`src/rtl/step_map_pkg.sv`:
```
// Shared types and defaults for the Bumpy step tile map.
// Tile encodings, map FSM states, default map geometry and the tile degrade rule.
package step_map_pkg;

  localparam int unsigned MAP_COLS_DEF   = 10;
  localparam int unsigned MAP_ROWS_DEF   = 8;
  localparam int unsigned NUM_LEVELS_DEF = 4;

  typedef enum logic [2:0] {
    STEP_NONE   = 3'd0,
    STEP_SOLID  = 3'd1,
    STEP_BREAK  = 3'd2,
    STEP_SPRING = 3'd3
  } step_type_t;

  typedef enum logic {
    IDLE = 1'b0,
    LOAD = 1'b1
  } map_state_t;

  // One hit on a tile: breakable steps vanish, springs flatten to solid, others hold.
  function automatic logic [2:0] degrade(input logic [2:0] t);
    case (t)
      STEP_BREAK:  return STEP_NONE;
      STEP_SPRING: return STEP_SOLID;
      default:     return t;
    endcase
  endfunction

endpackage

```
`src/rtl/step_level_rom.sv`:
```
// Level layout ROM: returns one full row of tile types for (level, row).
// Purely combinational; rows or levels beyond the configured geometry read as empty.
module step_level_rom
  import step_map_pkg::*;
#(
  parameter int unsigned MAP_COLS   = MAP_COLS_DEF,
  parameter int unsigned MAP_ROWS   = MAP_ROWS_DEF,
  parameter int unsigned NUM_LEVELS = NUM_LEVELS_DEF
) (
  input  logic [1:0]                i_level,
  input  logic [2:0]                i_row,
  output logic [MAP_COLS-1:0][2:0]  o_row
);

  logic w_valid;

  assign w_valid = (32'(i_level) < NUM_LEVELS) && (32'(i_row) < MAP_ROWS);

  // Layout tables, built per column from simple geometric rules.
  always_comb begin
    o_row = '0;
    if (w_valid) begin
      for (int unsigned c = 0; c < MAP_COLS; c++) begin
        case (i_level)
          // Level 0: a solid pillar in column 1 above a solid floor on row 5.
          2'd0: begin
            if ((i_row <= 3'd4 && c == 1) || i_row == 3'd5) o_row[c] = STEP_SOLID;
          end
          // Level 1: three breakables on row 2, spring/solid pair on row 4, solid floor.
          2'd1: begin
            if (i_row == 3'd2 && (c == 2 || c == 5 || c == 8)) o_row[c] = STEP_BREAK;
            if (i_row == 3'd4 && c == 0) o_row[c] = STEP_SPRING;
            if (i_row == 3'd4 && c == 9) o_row[c] = STEP_SOLID;
            if (i_row == 3'd7) o_row[c] = STEP_SOLID;
          end
          // Level 2: alternating breakable/solid on row 3, row of springs on row 6.
          2'd2: begin
            if (i_row == 3'd3) o_row[c] = c[0] ? STEP_SOLID : STEP_BREAK;
            if (i_row == 3'd6) o_row[c] = STEP_SPRING;
          end
          // Level 3: solid diagonal plus a single breakable in the top-right corner.
          default: begin
            if (c == 32'(i_row)) o_row[c] = STEP_SOLID;
            if (i_row == 3'd0 && c == 9) o_row[c] = STEP_BREAK;
          end
        endcase
      end
    end
  end

endmodule

```
`src/rtl/step_map_writer.sv`:
```
// Step tile map owner: loads a level layout row by row from step_level_rom,
// applies SET/DEGRADE tile updates over valid/ready, and serves a registered read port.
// Optional build macro STEP_MAP_TILE_COUNT_EN adds tiles_left/level_clear outputs.
module step_map_writer
  import step_map_pkg::*;
#(
  parameter int unsigned MAP_COLS   = MAP_COLS_DEF,
  parameter int unsigned MAP_ROWS   = MAP_ROWS_DEF,
  parameter int unsigned NUM_LEVELS = NUM_LEVELS_DEF
) (
  input  logic       clk,
  input  logic       resetN,
  input  logic       level_start,
  input  logic [1:0] level_sel,
  input  logic       upd_valid,
  output logic       upd_ready,
  input  logic [3:0] upd_col,
  input  logic [2:0] upd_row,
  input  logic       upd_op,
  input  logic [2:0] upd_type,
  output logic       upd_err,
  input  logic [3:0] rd_col,
  input  logic [2:0] rd_row,
  output logic [2:0] rd_type,
  output logic       busy,
  output logic       load_done
`ifdef STEP_MAP_TILE_COUNT_EN
  ,
  output logic [6:0] tiles_left,
  output logic       level_clear
`endif
);

  map_state_t               r_state;
  logic [2:0]               r_row_cnt;
  logic [1:0]               r_level;
  logic                     r_load_done;
  logic                     r_err;
  logic [2:0]               r_rd;
  logic [2:0]               r_map [MAP_ROWS][MAP_COLS];

  logic [MAP_COLS-1:0][2:0] w_rom_row;
  logic                     w_last_row;
  logic                     w_load_we;
  logic                     w_accept;
  logic                     w_upd_in_range;
  logic                     w_upd_we;
  logic [2:0]               w_cur;
  logic [2:0]               w_new_val;
  logic [2:0]               w_rd_val;

  step_level_rom #(
    .MAP_COLS   (MAP_COLS),
    .MAP_ROWS   (MAP_ROWS),
    .NUM_LEVELS (NUM_LEVELS)
  ) u_rom (
    .i_level (r_level),
    .i_row   (r_row_cnt),
    .o_row   (w_rom_row)
  );

  // Ready is gated by resetN so no update can be accepted while reset is held.
  assign upd_ready      = resetN && (r_state == IDLE) && !level_start;
  assign w_accept       = upd_valid && upd_ready;
  assign w_upd_in_range = (32'(upd_col) < MAP_COLS) && (32'(upd_row) < MAP_ROWS);
  assign w_upd_we       = w_accept && w_upd_in_range;
  assign w_load_we      = (r_state == LOAD);
  assign w_last_row     = (32'(r_row_cnt) == MAP_ROWS - 1);
  assign w_new_val      = upd_op ? degrade(w_cur) : upd_type;

  assign busy      = (r_state == LOAD);
  assign load_done = r_load_done;
  assign upd_err   = r_err;
  assign rd_type   = r_rd;

  // Cell muxes for the update target and the read port; out-of-range coordinates yield 0.
  always_comb begin
    w_cur    = '0;
    w_rd_val = '0;
    for (int unsigned r = 0; r < MAP_ROWS; r++) begin
      for (int unsigned c = 0; c < MAP_COLS; c++) begin
        if (32'(upd_row) == r && 32'(upd_col) == c) w_cur    = r_map[r][c];
        if (32'(rd_row)  == r && 32'(rd_col)  == c) w_rd_val = r_map[r][c];
      end
    end
  end

  // Load sequencer: IDLE/LOAD with restart on level_start and a done pulse on completion.
  always_ff @(posedge clk or negedge resetN) begin
    if (!resetN) begin
      r_state     <= IDLE;
      r_row_cnt   <= '0;
      r_level     <= '0;
      r_load_done <= 1'b0;
    end else begin
      r_load_done <= 1'b0;
      case (r_state)
        IDLE: begin
          if (level_start) begin
            r_state   <= LOAD;
            r_row_cnt <= '0;
            r_level   <= level_sel;
          end
        end
        LOAD: begin
          if (level_start) begin
            r_row_cnt <= '0;
            r_level   <= level_sel;
          end else if (w_last_row) begin
            r_state     <= IDLE;
            r_load_done <= 1'b1;
          end else begin
            r_row_cnt <= r_row_cnt + 3'd1;
          end
        end
        default: r_state <= IDLE;
      endcase
    end
  end

  // Map storage: whole-row writes while loading, single-cell writes for accepted updates.
  always_ff @(posedge clk or negedge resetN) begin
    if (!resetN) begin
      for (int unsigned r = 0; r < MAP_ROWS; r++) begin
        for (int unsigned c = 0; c < MAP_COLS; c++) begin
          r_map[r][c] <= '0;
        end
      end
    end else begin
      for (int unsigned r = 0; r < MAP_ROWS; r++) begin
        for (int unsigned c = 0; c < MAP_COLS; c++) begin
          if (w_load_we && 32'(r_row_cnt) == r) begin
            r_map[r][c] <= w_rom_row[c];
          end else if (w_upd_we && 32'(upd_row) == r && 32'(upd_col) == c) begin
            r_map[r][c] <= w_new_val;
          end
        end
      end
    end
  end

  // Registered read port and error pulse for accepted out-of-range updates.
  always_ff @(posedge clk or negedge resetN) begin
    if (!resetN) begin
      r_rd  <= '0;
      r_err <= 1'b0;
    end else begin
      r_rd  <= w_rd_val;
      r_err <= w_accept && !w_upd_in_range;
    end
  end

`ifdef STEP_MAP_TILE_COUNT_EN
  logic [6:0] r_load_breaks;
  logic [6:0] r_tiles;
  logic       r_clear;
  logic [6:0] w_row_breaks;
  logic [6:0] w_load_total;

  assign tiles_left   = r_tiles;
  assign level_clear  = r_clear;
  assign w_load_total = r_load_breaks + w_row_breaks;

  // Breakable tiles in the ROM row currently being written.
  always_comb begin
    w_row_breaks = '0;
    for (int unsigned c = 0; c < MAP_COLS; c++) begin
      if (w_rom_row[c] == STEP_BREAK) w_row_breaks = w_row_breaks + 7'd1;
    end
  end

  // Breakable-tile counter: accumulated during load, published at its end, tracked per update.
  always_ff @(posedge clk or negedge resetN) begin
    if (!resetN) begin
      r_load_breaks <= '0;
      r_tiles       <= '0;
      r_clear       <= 1'b0;
    end else begin
      r_clear <= 1'b0;
      if (r_state == LOAD) begin
        if (level_start) begin
          r_load_breaks <= '0;
        end else if (w_last_row) begin
          r_load_breaks <= '0;
          r_tiles       <= w_load_total;
          r_clear       <= (r_tiles != '0) && (w_load_total == '0);
        end else begin
          r_load_breaks <= w_load_total;
        end
      end else if (w_upd_we) begin
        if (w_cur == STEP_BREAK && w_new_val != STEP_BREAK) begin
          r_tiles <= r_tiles - 7'd1;
          r_clear <= (r_tiles == 7'd1);
        end else if (w_cur != STEP_BREAK && w_new_val == STEP_BREAK) begin
          r_tiles <= r_tiles + 7'd1;
        end
      end
    end
  end
`endif

endmodule
```
`config.mk`:
```
export PLATFORM = sky130hd
export DESIGN_NAME = step_map_writer
export DESIGN_NICKNAME = d
export VERILOG_FILES = /design/src/rtl/step_map_pkg.sv /design/src/rtl/step_level_rom.sv /design/src/rtl/step_map_writer.sv
export SDC_FILE = /design/constraint.sdc
export NUM_CORES = 1
export LEC_CHECK = 0
export BUFFER_PORTS_ARGS = -buffer_cell sky130_fd_sc_hd__buf_2
export CAP_MARGIN = 20
export CORE_AREA = 8 8 198 200
export DETAILED_ROUTE_END_ITERATION = 8
export DIE_AREA = 0 0 206 208
export PLACE_DENSITY = 0.61
export SLEW_MARGIN = 20
export SYNTH_ARGS = -nofsm -noshare
export SYNTH_HDL_FRONTEND = slang
export SYNTH_SLANG_ARGS = --single-unit
export TNS_END_PERCENT = 50
```
`constraint.sdc`:
```
create_clock -name clk -period 3.4 [get_ports clk]
set_clock_uncertainty 0.15 [all_clocks]
set_input_delay 0.68 -clock clk [delete_from_list [all_inputs] [get_ports clk]]
set_output_delay 0.68 -clock clk [all_outputs]
set_load 0.005 [all_outputs]
```
==> impl.org <==
** GRT
- Number of antenna violations at the first check in global routing :: 6
- Pin count of the biggest net entering global routing :: 127
- For this run the aggregate overflow at the end of global routing stands at 0.
- Global Route Usage Sum :: 0.493
- Number of global-route vias before repair :: roughly 20000
- Wire length of the first global-routing pass :: 152 mm

** CTS
- Clock insertion delay at the later pin of the skew report :: 0.60 ns
- TritonCTS built the clock tree.
- After clock tree synthesis, the setup repair step added 0 buffers.
- Clock tree sinks :: 251
- In this run the number of H-tree levels came out at 1.
- Clock-pin transition on the worst setup and hold timing paths :: 0.06 ns
- Counting the buffers created by CTS gives 28.
- No sink is reached through more buffers than the 3 on the longest clock path.
- Buffer cell driving the clock tree root :: sky130_fd_sc_hd__clkbuf_16

** Synth
- Post-synthesis cell type with the largest combined area :: sky130_fd_sc_hd__dfrtp_1
- The share of synthesized area in the top cell type comes to 0.361.
- Yosys mapped a number of flops with a built-in enable equal to 0.
- Fraction of synthesis flops using an asynchronous set or reset pin :: 1.00
- Mean post-synth cell area :: 8.31 um2
- Top cells by area in the synthesized netlist :: sky130_fd_sc_hd__dfrtp_1 36%, sky130_fd_sc_hd__o21ai_0 6.9%, sky130_fd_sc_hd__a31oi_1 6.0%
- Number of register bits inferred by synthesis :: 251
- Counting distinct cell types in the post-synthesis netlist gives 96.
- Netlist area before placement :: around 17000 um2
- Proportion of synthesized chip area in sequential cells :: 0.361
- The most common cell in the synthesized netlist is sky130_fd_sc_hd__dfrtp_1.
- Flip-flop cell with the highest count after synthesis :: sky130_fd_sc_hd__dfrtp_1
- The Yosys step of the flow raised 0 warnings.
- The number of nets handed over by synthesis was 2124.
- After synthesis, the most frequently instantiated cells are 251 x sky130_fd_sc_hd__dfrtp_1, 241 x sky130_fd_sc_hd__o21ai_0, 168 x sky130_fd_sc_hd__a31oi_1.
- Counting every instance in the synthesized netlist gives roughly 2100.

** Setup path
- Reg-to-reg slack, setup :: 0.13 ns
- Arrival @ worst endpoint :: 3.71 ns
- In this run the critical register-to-register path is launched from r_map[204]$_DFFE_PN0P_.
- Along the worst path, the maximum fanout reaches 25.
- Worst endpoint required time :: 3.69 ns
- Worst reg2reg endpoint :: r_map[3]$_DFFE_PN0P_
- R2R depth :: 10
- Critical Path Source Type :: primary input
- Worst setup path class :: in -> reg
- Setup crit end kind :: flip-flop

** Routing
- After detailed routing, no signal wire sits above met5.
- Using the TritonRoute via totals, the vias-per-cell ratio works out to a little under 8.
- Drt initial violations :: just over 4000
- For this block, the via count after detailed routing is 22000.
- Total wire length after detailed routing :: 108 mm
- After detailed routing, the wire length on met1 is 37.6 mm.
- For this run, design rule violations remaining after detail routing come to 0.
- Post-route antenna net violation count :: 0
- After detailed routing, the met2 layer carries 41.5 mm of wire.
- Routed length per placed instance :: 38.4 um
- Met3 layer wire length in the routed design :: 17.7 mm
- Before antenna repair, the detailed router went through 8 iterations.

** Cells and area
- Fraction of final layout cells with drive strength greater than 1 :: 0.229
- Filler cell count in the final layout :: 3196
- Fin cells :: 2824
- The final layout contains roughly 2400 nets.
- Once layout is done, the placed cells without fillers occupy between 20000 and 25000 um2.
- Area added between synthesis and finish :: 24.0%

** Floorplan
- Measured along the y axis, the die boundary spans approximately 210 um.
- 31 I/O pins were placed.
- For this configuration, the core starts out at a cell density of 0.482.
- Area of the die :: 42800 um2
- The floorplan has 70 rows.
- Area of the core :: 36100 um2
- The floorplan step set the die width to 206 um.

** STA
- The number of max-slew violations in the final report was 0.
- Setup violations remaining at the end of the flow were counted as 1.
- Max Clk Rate :: around 0.29 GHz
- Max transition margin :: 0.237
- Counting I/O delays and the setup requirement, the final critical path takes 3.42 ns.
- Sum of negative setup slack :: -0.0189 ns
- At the pin with the least slew margin, the transition time is 1.14 ns.
- Period Utilization, post-route :: 1.01
- Fin worst setup slack :: -0.0189 ns
- Setup repair after global routing missed its margin :: no
- The number of hold violations in the final report is 0.
- On the final layout, the worst hold slack is 0.0519 ns.

** Pwr
- Summed over all cells, the static leakage comes to 8.74 nW.
- The share of total power dissipated in combinational logic is 0.256.
- Power spread over the standard cell area amounts to between 500 and 600 nW/um2.
- Register share of total power :: 0.434
- Cell internal power was estimated by the tool at roughly 0.0067 W.
- In this run the power spent charging and discharging nets is 0.00414 W.
- Of the total power, the share spent switching nets is 0.384.
- Clk network pwr share :: 0.310
- Maximum vdd ir drop :: 0.590 mV

** Worst hold path
- Worst min-delay path class :: in -> async

** Placement
- Post-Place Setup Slack :: -0.560 ns
- After legalization and detailed placement, the total HPWL measured 80.7 mm.
- GP Congestion :: 1.19
- The number of placed instances, taps included, is 2765.
- Port-buffer cells :: 30
- Post-Place Cell Area :: 20500 um2

** Run status
- The flow ran to the end, but the final reports show violations.
- Violations in the final reports :: negative setup slack

** Job
- Number of max-capacitance violations reported :: 0
[cells in the final DEF (no fill, tap or decap), drive strengths merged, types with 42 or more instances in the layout]
cell	n
nor4	85
mux2i	42
a31oi	168
o22ai	98
nand3	50
o31ai	77
dfrtp	251
a22oi	42
o21ai	269
nor2	158
a21oi	95
buf	416
nand2	120
[power groups by stage]
stage / sequential (W) / clock [W] / combinational [W]
final: 0.00468 / 0.00335 / 0.00277
after global routing: 0.00460 / 0.00344 / 0.00288
after CTS: 0.00453 / 0.00333 / 0.00262
after detailed placement: 0.00457 / 0 / 0.00261
after global placement: 0.00457 / 0 / 0.00255
after floorplan: 0.00395 / 0 / 0.00159
[worst max-delay path: stages]
cell,delay [ns]
sky130_fd_sc_hd__buf_2,0.18
sky130_fd_sc_hd__buf_12,0.22
sky130_fd_sc_hd__mux2i_1,0.45
sky130_fd_sc_hd__nor4_1,0.12
sky130_fd_sc_hd__buf_4,0.16
sky130_fd_sc_hd__a311o_1,0.32
sky130_fd_sc_hd__a2111oi_1,0.44
sky130_fd_sc_hd__and4_1,0.32
sky130_fd_sc_hd__a21oi_4,0.11
sky130_fd_sc_hd__buf_12,0.18
sky130_fd_sc_hd__nor4_1,0.32
sky130_fd_sc_hd__o22ai_1,0.15
[kinds of logic (layout without fill, tap and decap cells)]
group           Yosys count  in the layout  share of synthesized area
flops                   251            251                      0.361
fa+ha+maj                 6              6                    0.00432
compound gates          915            915                      0.336
simple gates            618            618                      0.188
xor+xnor                  3              3                    0.00151
mux                      75             75                     0.0470
other cells               0              7                          0
buf+inv                 226            481                     0.0619
[registers in the layout, summed over array words and instances (netlist names)]
signal	cells
upd_err	1
rd_type	3
r_row_cnt	3
r_level	2
busy	1
load_done	1
r_map	240
[how the worst max path moves through the flow]
stage,start,endpoint,slack [ns],depth (start not counted)
finish,upd_col[0],r_map[3]$_DFFE_PN0P_,-0.02,12
global route,upd_col[0],r_map[3]$_DFFE_PN0P_,0.01,12
CTS,upd_col[0],r_map[194]$_DFFE_PN0P_,0.08,12
detailed placement,upd_col[0],r_map[194]$_DFFE_PN0P_,-0.56,12
global placement,upd_col[0],r_map[170]$_DFFE_PN0P_,-0.56,12
floorplan,upd_col[3],r_map[118]$_DFFE_PN0P_,0.29,12
[final cells by class]
cell class | instances | area [um2] | share of cell area
Tap cell | 468 | 586 | 0.0272
Sequential cell | 251 | 6280 | 0.291
Clock inverter | 12 | 178 | 0.00824
Antenna cell | 7 | 17.5 | 0.000812
Timing Repair Buffer | 416 | 3520 | 0.163
Inverter | 13 | 48.8 | 0.00226
Clock buffer | 40 | 826 | 0.0383
Multi-Input combinational cell | 1617 | 10100 | 0.469
[per-stage QoR]
step / util / power (W)
2_1_floorplan: - / 0.00554
3_3_place_gp: 0.569 / 0.00711
3_5_place_dp: 0.569 / 0.00718
4_1_cts: 0.597 / 0.0105
5_1_grt: 0.597 / 0.0109
6_report: 0.598 / 0.0108
[layer usage]
metal / vias up / track usage
li1: 8664 / -
met4: 2 / 0.384
met5: - / 0.00476
met2: 2269 / 0.662
met1: 10400 / 0.616
met3: 621 / 0.197
[timing repair]
item / in CTS / in global routing
endpoints found under the setup margin: 0 / 161
hold buffers: 0 / 0
gates resized for setup: 0 / 4
Power figures use the tool's default switching activity.
